==> src/rtl/gray_cntr_updn_if.sv <==
// Control and data bundle for one gray_cntr_updn stage.
//   master: drives ce, dn, clr, ld, D; observes Q, B, TC, CEO
//   slave : the counter itself
interface gray_cntr_updn_if #(
    parameter int unsigned W = 4
);
    logic         ce;   // count enable
    logic         dn;   // 0 = up, 1 = down
    logic         clr;  // synchronous clear to code 0
    logic         ld;   // synchronous load of D
    logic [W-1:0] D;    // Gray-coded load value
    logic [W-1:0] Q;    // registered Gray count
    logic [W-1:0] B;    // registered binary count
    logic         TC;   // terminal count for current direction (comb)
    logic         CEO;  // cascade enable, ce & TC (comb)

    modport master (
        output ce, dn, clr, ld, D,
        input  Q, B, TC, CEO
    );

    modport slave (
        input  ce, dn, clr, ld, D,
        output Q, B, TC, CEO
    );
endinterface

==> src/rtl/gray_cntr_updn.sv <==
// W-bit up/down Gray-code counter with load, clear and wrap/saturate.
// Ports:
//   clk - rising-edge clock
//   r   - asynchronous active-low reset
//   bus - gray_cntr_updn_if slave: ce, dn, clr, ld, D in; Q, B, TC, CEO out
// Q and B come straight from flops; TC and CEO are combinational from
// the count register plus dn/ce so stages can be chained via CEO -> ce.
module gray_cntr_updn #(
    parameter int unsigned W    = 4,
    parameter bit          WRAP = 1'b1
) (
    input  logic             clk,
    input  logic             r,
    gray_cntr_updn_if.slave  bus
);

    localparam logic [W-1:0] CNT_MAX = '1;
    localparam logic [W-1:0] CNT_ONE = W'(1);

    logic [W-1:0] cnt;
    logic [W-1:0] cnt_nxt;
    logic [W-1:0] q_reg;
    logic [W-1:0] ld_bin;
    logic         tc;

    // Gray-to-binary of the load value: prefix XOR from the MSB down.
    always_comb begin
        ld_bin        = '0;
        ld_bin[W-1]   = bus.D[W-1];
        for (int i = int'(W) - 2; i >= 0; i--) begin
            ld_bin[i] = ld_bin[i+1] ^ bus.D[i];
        end
    end

    // Terminal count depends on direction only, no pipeline.
    always_comb begin
        tc = bus.dn ? (cnt == '0) : (cnt == CNT_MAX);
    end

    // Next count: clr > ld > count step; load ignores ce.
    always_comb begin
        cnt_nxt = cnt;
        if (bus.clr) begin
            cnt_nxt = '0;
        end else if (bus.ld) begin
            cnt_nxt = ld_bin;
        end else if (bus.ce) begin
            if (!tc) begin
                cnt_nxt = bus.dn ? (cnt - CNT_ONE) : (cnt + CNT_ONE);
            end else if (WRAP) begin
                cnt_nxt = bus.dn ? CNT_MAX : '0;
            end
        end
    end

    // Gray code is formed before the flop so Q has no output decode.
    always_ff @(posedge clk or negedge r) begin
        if (!r) begin
            cnt   <= '0;
            q_reg <= '0;
        end else begin
            cnt   <= cnt_nxt;
            q_reg <= cnt_nxt ^ (cnt_nxt >> 1);
        end
    end

    assign bus.Q   = q_reg;
    assign bus.B   = cnt;
    assign bus.TC  = tc;
    assign bus.CEO = bus.ce & tc;

endmodule

==> src/flat_wrapper.sv <==
// flat-port wrapper written by rule: the top's interface ports become plain ports
module gray_cntr_updn_flat 
#(
    parameter int unsigned W    = 4,
    parameter bit          WRAP = 1'b1
)
  (clk, r, bus_ce, bus_dn, bus_clr, bus_ld, bus_D, bus_Q, bus_B, bus_TC, bus_CEO);
  gray_cntr_updn_if #(.W(W)) bus_i ();
  input  logic clk;
  input  logic r;
  input wire logic [$bits(bus_i.ce)-1:0] bus_ce;
  input wire logic [$bits(bus_i.dn)-1:0] bus_dn;
  input wire logic [$bits(bus_i.clr)-1:0] bus_clr;
  input wire logic [$bits(bus_i.ld)-1:0] bus_ld;
  input wire logic [$bits(bus_i.D)-1:0] bus_D;
  output wire logic [$bits(bus_i.Q)-1:0] bus_Q;
  output wire logic [$bits(bus_i.B)-1:0] bus_B;
  output wire logic [$bits(bus_i.TC)-1:0] bus_TC;
  output wire logic [$bits(bus_i.CEO)-1:0] bus_CEO;
  assign bus_i.ce = bus_ce;
  assign bus_i.dn = bus_dn;
  assign bus_i.clr = bus_clr;
  assign bus_i.ld = bus_ld;
  assign bus_i.D = bus_D;
  assign bus_Q = bus_i.Q;
  assign bus_B = bus_i.B;
  assign bus_TC = bus_i.TC;
  assign bus_CEO = bus_i.CEO;
  gray_cntr_updn #(.W(W), .WRAP(WRAP)) u_core (.clk(clk), .r(r), .bus(bus_i));
endmodule
==> config.mk <==
export PLATFORM = sky130hd
export DESIGN_NAME = gray_cntr_updn_flat
export DESIGN_NICKNAME = d
export VERILOG_FILES = /design/src/rtl/gray_cntr_updn_if.sv /design/src/rtl/gray_cntr_updn.sv /design/src/flat_wrapper.sv
export SDC_FILE = /design/constraint.sdc
export NUM_CORES = 1
export LEC_CHECK = 0
export ABC_AREA = 1
export CAP_MARGIN = 15
export CELL_PAD_IN_SITES_DETAIL_PLACEMENT = 0
export CELL_PAD_IN_SITES_GLOBAL_PLACEMENT = 1
export CORE_MARGIN = 3
export CORE_UTILIZATION = 32
export CTS_BUF_LIST = sky130_fd_sc_hd__clkbuf_4 sky130_fd_sc_hd__clkbuf_8
export DETAILED_ROUTE_END_ITERATION = 10
export PLACE_DENSITY_LB_ADDON = 0.05
export RECOVER_POWER = 25
export SETUP_SLACK_MARGIN = 0.2
export SYNTH_ARGS = -nofsm -noshare
export SYNTH_HDL_FRONTEND = slang
export SYNTH_SLANG_ARGS = --single-unit
export TNS_END_PERCENT = 5
==> constraint.sdc <==
create_clock -name clk -period 2.5 [get_ports clk]
set_clock_uncertainty 0.2 [all_clocks]
set_input_delay 0.5 -clock clk [delete_from_list [all_inputs] [get_ports clk]]
set_output_delay 0.5 -clock clk [all_outputs]
set_load 0.1 [all_outputs]
==> metrics <==
Slew headroom=0.782; Final setup viols=0; initial antenna violation count=0; DRC errors left=0; Die Ht=49.6 um; crit-path max FO=6; Synth Area in Compound Gates=0.0760; routed len/inst=10.3 um; Clock Sinks=7; synth top area cells=dfrtp_1 29%, nand2_1 15%, nand2_2 8.2%; vias per std cell=4.33; largest buffer count on any clock path=2; Final Hold Vio Count=0; post-synthesis cell area=609 um^2; Tcrit/Tclk final=0.870; syn avg cell area=7.00 um^2; Final nets=123; Setup Buffers After CTS=0; synthesized flop and latch total=7; die area=2460 um^2; Adder-Cell Fraction of Synth Area=0.0739; Max Cap Violations=0; iteration-0 DRC count of the detailed router=6; xor/xnor share of the synthesized area=0.0144; Initial Util=0.345; routed wire length=1380 um; CTS tree=built; final slew viol count=0; later-pin clock latency in the skew report=260 ps; IO Pins=20; post-synth top area share=0.287; register area share after synthesis=0.287; data required time of the worst path=1800 ps; hpwl dp=1150 um; delay-heaviest family, CP=simple AND/OR/NAND/NOR gates; Worst setup startpoint=u_core.bus.B[1]; sum of negative setup slack=0 ps; r2r worst-path depth=8; vias in the first global route=551; RSZ-0062 raised after global routing=false; First-pass DRT Iterations=4; Synthesis Warnings=0; first-pass GRT wire length=2370 um; Least-Margin Pin Slew=326 ps; hold_ws=372 ps; Root Driver=clkbuf_4; Worst path most repeated cell=nor2_4; Post-Synth Simple-Gate Area=0.425; overall die width=49.6 um; Leak Pwr=0.459 nW; Power Dens Cells=621 nW/um^2; fill cell count=204; crit path kind=reg2out; IO Port Bufs=19; crit path DAT=1480 ps; Routed Antenna Nets=0; Levels on crit path=6; core region area=1760 um^2; register-to-register setup slack=640 ps; Yosys top cell by area=dfrtp_1; number of diodes=0; Inserted Clock Buffers=3; r2r startpoint=u_core.bus.B[0]; clk slew on worst S/H paths=60 ps; mux cell area share after synthesis=0; main combinational cell family by area after synthesis=simple AND/OR/NAND/NOR gates; Fmax=460 MHz; Tmin final=2180 ps; CP peak stage delay=510 ps; synthesis-to-finish area growth=44.4%; crit path buf inv count=1; critical path, cell by cell=nor2_1, nand2_1, nor2_4, nor2_4, nor2_4, buf_12; RR Endpoint=u_core.bus.Q[1]; Tot GR Track Use=0.127; gpl congestion=0.796; Worst setup endpoint=bus_CEO; row count=15; htree depth=1; crit path max-delay cell type=dfrtp_4; Mapped Cells=87; worst hold path type=in2async; syn_nets=100; outcome=complete, no violations; Yosys cell types=23; Worst setup SP type=register; crit end category=output port; share of cells above drive strength 1=0.376; maximum VDD drop=341 uV; largest net degree at the start of global routing=9; vias=580; total gr overflow=0
==> synthesized netlist by cell type <==
library cell and count:
nand2_2 8, ha_1 2, a21oi_1 5, nand3_2 2, inv_1 11, nand2_1 25
nor2_1 3, or2_1 1, o21ai_2 1, nand3_1 5, clkinv_1 1, nand3b_1 1
or2_4 1, inv_2 3, nand2_4 1, buf_4 1, buf_6 1, o21bai_1 1
fa_1 1, nor2_2 4, dfrtp_1 7, xor2_1 1, o21ai_0 1
==> through the flow <==
step	utilization	cells	instance area, um^2	power [mW]	setup WS, ps
finish	0.499	134	880	0.546	325
floorplan	-	87	631	0.358	208
global route	0.499	134	880	0.579	224
global placement	0.477	130	841	0.429	31.6
CTS	0.499	134	880	0.551	314
detailed placement	0.477	130	841	0.430	12.2
==> report_power, final <==
part	total, mW	internal, mW	leakage, nW	switching, mW
logic	0.284	0.0802	0.358	0.204
registers	0.144	0.129	0.0830	0.0148
clock network	0.117	0.0720	0.0184	0.0455
==> state kept, by name, indices dropped and copies added (netlist names) <==
signal / cells
u_core.bus.Q: 3
u_core.bus.B: 4
==> area by class of cell <==
| class | count | area [um^2] | share of cell area |
|---|---|---|---|
| inverters | 15 | 60.1 | 0.0683 |
| repair buffers | 20 | 196 | 0.223 |
| multi-input cells | 63 | 377 | 0.428 |
| clock buffers | 4 | 30.0 | 0.0341 |
| flip-flops and latches | 7 | 185 | 0.211 |
| well taps | 25 | 31.3 | 0.0356 |
==> logic make-up after synthesis <==
kind of cell	count (synthesis)
compound gates	8
xor+xnor	1
fa+ha+maj	3
buf+inv	17
flops	7
simple gates	51
==> per-layer routing <==
metal / vias up / share of wire / track usage
li1: 310 / - / -
met1: 261 / 0.41 / 0.124
met2: 9 / 0.56 / 0.247
met3: 0 / 0.030 / 0.0302
met4: 0 / 0 / 0.0553
met5: - / 0 / 0
==> layout by cell type (no fill, tap or decap), types with 2 or more instances in the layout <==
| cell type | instances |
|---|---|
| a21oi_1 | 5 |
| buf_12 | 2 |
| buf_4 | 9 |
| clkbuf_4 | 4 |
| clkdlybuf4s50_1 | 7 |
| dfrtp_1 | 3 |
| dfrtp_2 | 2 |
| dfrtp_4 | 2 |
| ha_1 | 2 |
| inv_1 | 10 |
| inv_2 | 3 |
| nand2_1 | 25 |
| nand2_2 | 8 |
| nand3_1 | 5 |
| nand3_2 | 2 |
| nor2_1 | 2 |
| nor2_2 | 2 |
| nor2_4 | 3 |
==> worst min path at each step <==
stage | cells past startpoint | slack, ps | startpoint | to
2_1_floorplan | 0 | 4 | r | u_core.bus.B[2]
3_3_place_gp | 4 | 510 | u_core.bus.B[3] | u_core.bus.B[3]
3_5_place_dp | 4 | 510 | u_core.bus.B[2] | u_core.bus.B[2]
4_1_cts | 1 | 300 | r | u_core.bus.Q[2]
5_1_grt | 1 | 390 | r | u_core.bus.Q[2]
6_report | 1 | 370 | r | u_core.bus.Q[2]
==> timing repair <==
item / in CTS / in global routing
gates resized for setup: 3 / 0
endpoints found under the setup margin: 2 / 0
endpoints found under the hold margin: 0 / 0
hold buffers: 0 / 0
Note: power is estimated with default switching activity, not from simulation.
==> edit 1, RTL diff (same settings) <==
`W` is set to 4 in 3 places; all go to 6.
--- a/src/rtl/gray_cntr_updn_if.sv
+++ b/src/rtl/gray_cntr_updn_if.sv
@@ -2,7 +2,7 @@
 //   master: drives ce, dn, clr, ld, D; observes Q, B, TC, CEO
 //   slave : the counter itself
 interface gray_cntr_updn_if #(
-    parameter int unsigned W = 4
+    parameter int unsigned W = 6
 );
     logic         ce;   // count enable
     logic         dn;   // 0 = up, 1 = down
--- a/src/rtl/gray_cntr_updn.sv
+++ b/src/rtl/gray_cntr_updn.sv
@@ -6,7 +6,7 @@
 // Q and B come straight from flops; TC and CEO are combinational from
 // the count register plus dn/ce so stages can be chained via CEO -> ce.
 module gray_cntr_updn #(
-    parameter int unsigned W    = 4,
+    parameter int unsigned W    = 6,
     parameter bit          WRAP = 1'b1
 ) (
     input  logic             clk,
--- a/src/flat_wrapper.sv
+++ b/src/flat_wrapper.sv
@@ -1,7 +1,7 @@
 // flat-port wrapper written by rule: the top's interface ports become plain ports
 module gray_cntr_updn_flat 
 #(
-    parameter int unsigned W    = 4,
+    parameter int unsigned W    = 6,
     parameter bit          WRAP = 1'b1
 )
   (clk, r, bus_ce, bus_dn, bus_clr, bus_ld, bus_D, bus_Q, bus_B, bus_TC, bus_CEO);
Ports: changed (resized bus_B, bus_D and bus_Q); port bits go from 20 to 26. No check against the original RTL was run, so the function may have changed too.
==> edit 1 against the original RTL <==
Count of clock-buffer cells in the layout stayed put; via count is 72% higher; area after synthesis is 57% higher; power is 51% higher; sequential cell count is 4 higher; worst hold slack better by 53 ps; cell area is 59% higher; worst setup slack worse by 53 ps; routed wire length is 79% higher; critical path type is now input pin to output pin.
==> edit 1: results (changes against the original RTL) <==
Status: completed
Seq/Total Area, Yosys: 28.8% (about the same)
# resized after CTS: 2 (-1)
GPL Wtd Cong: 0.768 (-3.6%)
First drt pass iteration count: 4 (unchanged)
Relative slew margins: 67.5% (-11 points)
First-pass GRT wire length: 4.06 mm (+71%)
Number of port buffers: 25 (+6)
Clock Latency Late Sink: 270 ps
GRT Resource Usage Total: 14.7% (+2.0 points)
Met1 GRT Util: 19.0% (+6.6 points)
Number of global-route vias before repair: 938 (+70%)
Ys flop type: dfrtp_1
Root buffer cell: clkbuf_4
WL met3: 93 um (+130%)
CP Max Fanout: 5 (-1)
H-tree depth: 1 (unchanged)
Filler Cell Count: 287 (+41%)
Maximum buffer depth of the clock tree: 2 (unchanged)
Via density: 4.73 (+9.4%)
DR iter-0 viols: 23 (+17)
GR Layer Usage met3: 3.19% (+0.17 points)
Clock power frac: 15.9% (-5.6 points)
Peak VDD IR: 0.463 mV (+36%)
Async SR Flop Fraction: 100% (unchanged)
Final ANT Viol Nets: 0 (unchanged)
DR WL/cell: 11.7 um (+14%)
Critical path arrival: 1530 ps (+50 ps)
Cell variety after synth: 23 (unchanged)
DR WL met2: 1.21 mm (+56%)
Met2 track demand over resource: 24.6% (-0.089 points)
Nets: 198 (+61%)
Combinational power: 0.000470 W (+65%)
Syn nets: 154 (+54%)
Share of cells above drive strength 1: 32.8% (-4.8 points)
Most instantiated cells after synthesis: nand2_1 (43), inv_1 (19), nand3_1 (18)
Ant. Diodes: 0 (unchanged)
Worst hold path class: input pin to async pin
Top cells by area, synth: dfrtp_1 (29%), nand2_1 (17%), nand3_1 (9.4%), inv_1 (7.5%), a21oi_1 (5.2%)
Post-DP HPWL: 1.94 mm (+68%)
Sw Pwr: 0.000408 W (+54%)
Met1 wire length: 1.16 mm (+100%)
Initial antenna violation count: 0 (unchanged)
Largest register FFs: 6 (+2)
Ys Warns: 0 (unchanged)
LEAKAGE: 0.743 nW (+62%)
Setup Buffers After CTS: 8 (+8)
Pwr dens: 590 mW/mm2 (-4.9%)
Top Layer Used: met4
TritonCTS Buffers: 3 (unchanged)
Setup WS pre-CTS: -112 ps (-124 ps)
CTS clk-pin slew, worst paths: 70 ps
Largest net degree at the start of global routing: 13 (+4)
-- edit 1: area by class of cell --
type / instances / area (um2) / share of cell area (%)
Tap cell: 31 / 38.8 / 2.77
Inverter: 22 / 87.6 / 6.26
Timing Repair Buffer: 41 / 363 / 25.9
Clock buffer: 4 / 30.0 / 2.15
Sequential cell: 11 / 283 / 20.2
Multi-Input combinational cell: 102 / 597 / 42.7
-- edit 1: critical path: stages --
cell and delay (ps):
dlygate4sd2_1 240, buf_6 130, nor2_4 90, nand3_2 80, and2_4 190, nor2_4 120
buf_12 180
-- edit 1: worst paths after layout --
kind / startpoint / to / slack [ps] / cells past startpoint
setup / recovery: bus_dn / bus_CEO / 270 / 7
min in group clk: u_core.bus.B[4] / u_core.bus.B[4] / 510 / 4
setup reg to reg: u_core.bus.B[5] / u_core.bus.Q[1] / 360 / 12
hold reg to reg: u_core.bus.B[4] / u_core.bus.B[4] / 510 / 4
hold / removal: r / u_core.bus.Q[0] / 420 / 1
max in group asynchronous: r / u_core.bus.B[4] / 1320 / 1
-- edit 1: metrics by stage --
step	instances	area (um2)	hold WS, ps	utilization (%)
after global placement	196	1280	500	45.6
after CTS	208	1370	371	48.9
final	211	1400	425	49.9
after floorplan	137	976	4.41	-
after detailed placement	196	1280	503	45.6
after global routing	211	1400	466	49.9
-- edit 1: cell families (layout without fill, tap and decap cells) --
| group | after synthesis | count (layout) | synth area share, % |
|---|---|---|---|
| AO/OA/AOI/OAI | 13 | 13 | 9.15 |
| XOR/XNOR | 4 | 4 | 3.66 |
| adder cells (fa/ha/maj) | 5 | 5 | 7.32 |
| buffers and inverters | 24 | 67 | 10.1 |
| flip-flops | 11 | 11 | 28.8 |
| AND/OR/NAND/NOR | 80 | 80 | 41.0 |
==> edit 2, RTL diff (same settings) <==
Without the edit above. Take the reset off `q_reg` and load it in a clocked block of its own.
--- a/src/rtl/gray_cntr_updn.sv
+++ b/src/rtl/gray_cntr_updn.sv
@@ -57,11 +57,13 @@
     always_ff @(posedge clk or negedge r) begin
         if (!r) begin
             cnt   <= '0;
-            q_reg <= '0;
         end else begin
             cnt   <= cnt_nxt;
-            q_reg <= cnt_nxt ^ (cnt_nxt >> 1);
         end
+    end
+
+    always_ff @(posedge clk) begin
+        q_reg <= cnt_nxt ^ (cnt_nxt >> 1);
     end
 
     assign bus.Q   = q_reg;
Check against the original RTL: not equivalent (Yosys sat finds a counterexample within 4 cycles, from zero or initial values; the reset may be asserted at any time).
==> edit 2 against the original RTL <==
Routed wire length fell by 5.3%; fmax fell by 1.4%; power shrank 1.9%; sequential power rose by 11%; worst hold slack got worse by 46 ps; sequential cell count is 1 higher; synthesized cell count unchanged; area after synthesis fell by 2.7%; worst setup slack worse by 31 ps; first-iteration DRC count fell by 17%; global-route usage shrank 0.77 points; final cell count fell by 0.75%; combinational power fell by 1%; cell area is 1.7% lower; critical path type unchanged.
==> edit 2: results (changes against the original RTL) <==
Status: completed
Signal buf overhead: 22.3% (-0.046 points)
DR iter-0 viols: 5 (-1)
Top cells by area, synth: nand2_1 (18%), dfrtp_1 (17%), dfxtp_1 (14%), inv_1 (7.0%), nand2_2 (5.3%)
Seq Cell Count: 8 (+1)
Sw Pwr: 0.000256 W (-3.0%)
Met1 GRT Util: 11.9% (-0.53 points)
Share of cells above drive strength 1: 33.0% (-4.6 points)
Sequential cell area: 190 um2 (+2.7%)
Total power draw: 0.000535 W (-1.9%)
LEAKAGE: 0.444 nW (-3.3%)
Peak VDD IR: 0.457 mV (+34%)
Most instantiated cells after synthesis: nand2_1 (28), inv_1 (11), a21oi_1 (5), nand2_2 (5), nand3_1 (5)
Post-Synth XOR/XNOR Area: 1.48% (+0.039 points)
Ys flop type: dfxtp_1
CP Max Fanout: 7 (+1)
Top Layer Used: met4
Async SR Flop Fraction: 50.0% (-50 points)
CLK BUF: 3 (-1)
Clk pwr: 0.0000956 W (-18%)
GRT Resource Usage Total: 11.9% (-0.77 points)
GPL Wtd Cong: 0.775 (-2.6%)
# resized after CTS: 2 (-1)
First drt pass iteration count: 2 (-2)
FF-to-FF End: u_core.bus.Q[1]
Met1 wire length: 562 um (-0.35%)
Critical path arrival: 1510 ps (+30 ps)
[edit 2: cell count changes in the layout (fill, tap and decap cells not counted), sizes merged]
cell and change:
dfrtp -3, dfxtp +4, buf -1
[edit 2: kinds of logic (layout without fill, tap and decap cells)]
family | Yosys count | count (layout)
buf+inv | 16 | 38
fa+ha+maj | 3 | 3
compound gates | 8 | 8
flops | 8 | 8
xor+xnor | 1 | 1
simple gates | 51 | 51
[edit 2: metrics by stage]
stage | util (%) | cell area [um2] | hold slack [ps] | instances | setup WS (ps)
after floorplan | - | 614 | 4.41 | 87 | 201
after CTS | 53.0 | 863 | 252 | 133 | 273
final | 53.1 | 865 | 326 | 133 | 294
after global routing | 53.1 | 865 | 313 | 133 | 211
after global placement | 51.4 | 837 | 499 | 130 | 26.2
after detailed placement | 51.4 | 837 | 493 | 130 | 19.8
[edit 2: worst max-delay path, delay by kind of cell (launching register included)]
family | cells | cell delay, ps
buffers and inverters | 1 | 180
and+or+nand+nor | 5 | 550
DFF | 1 | 520
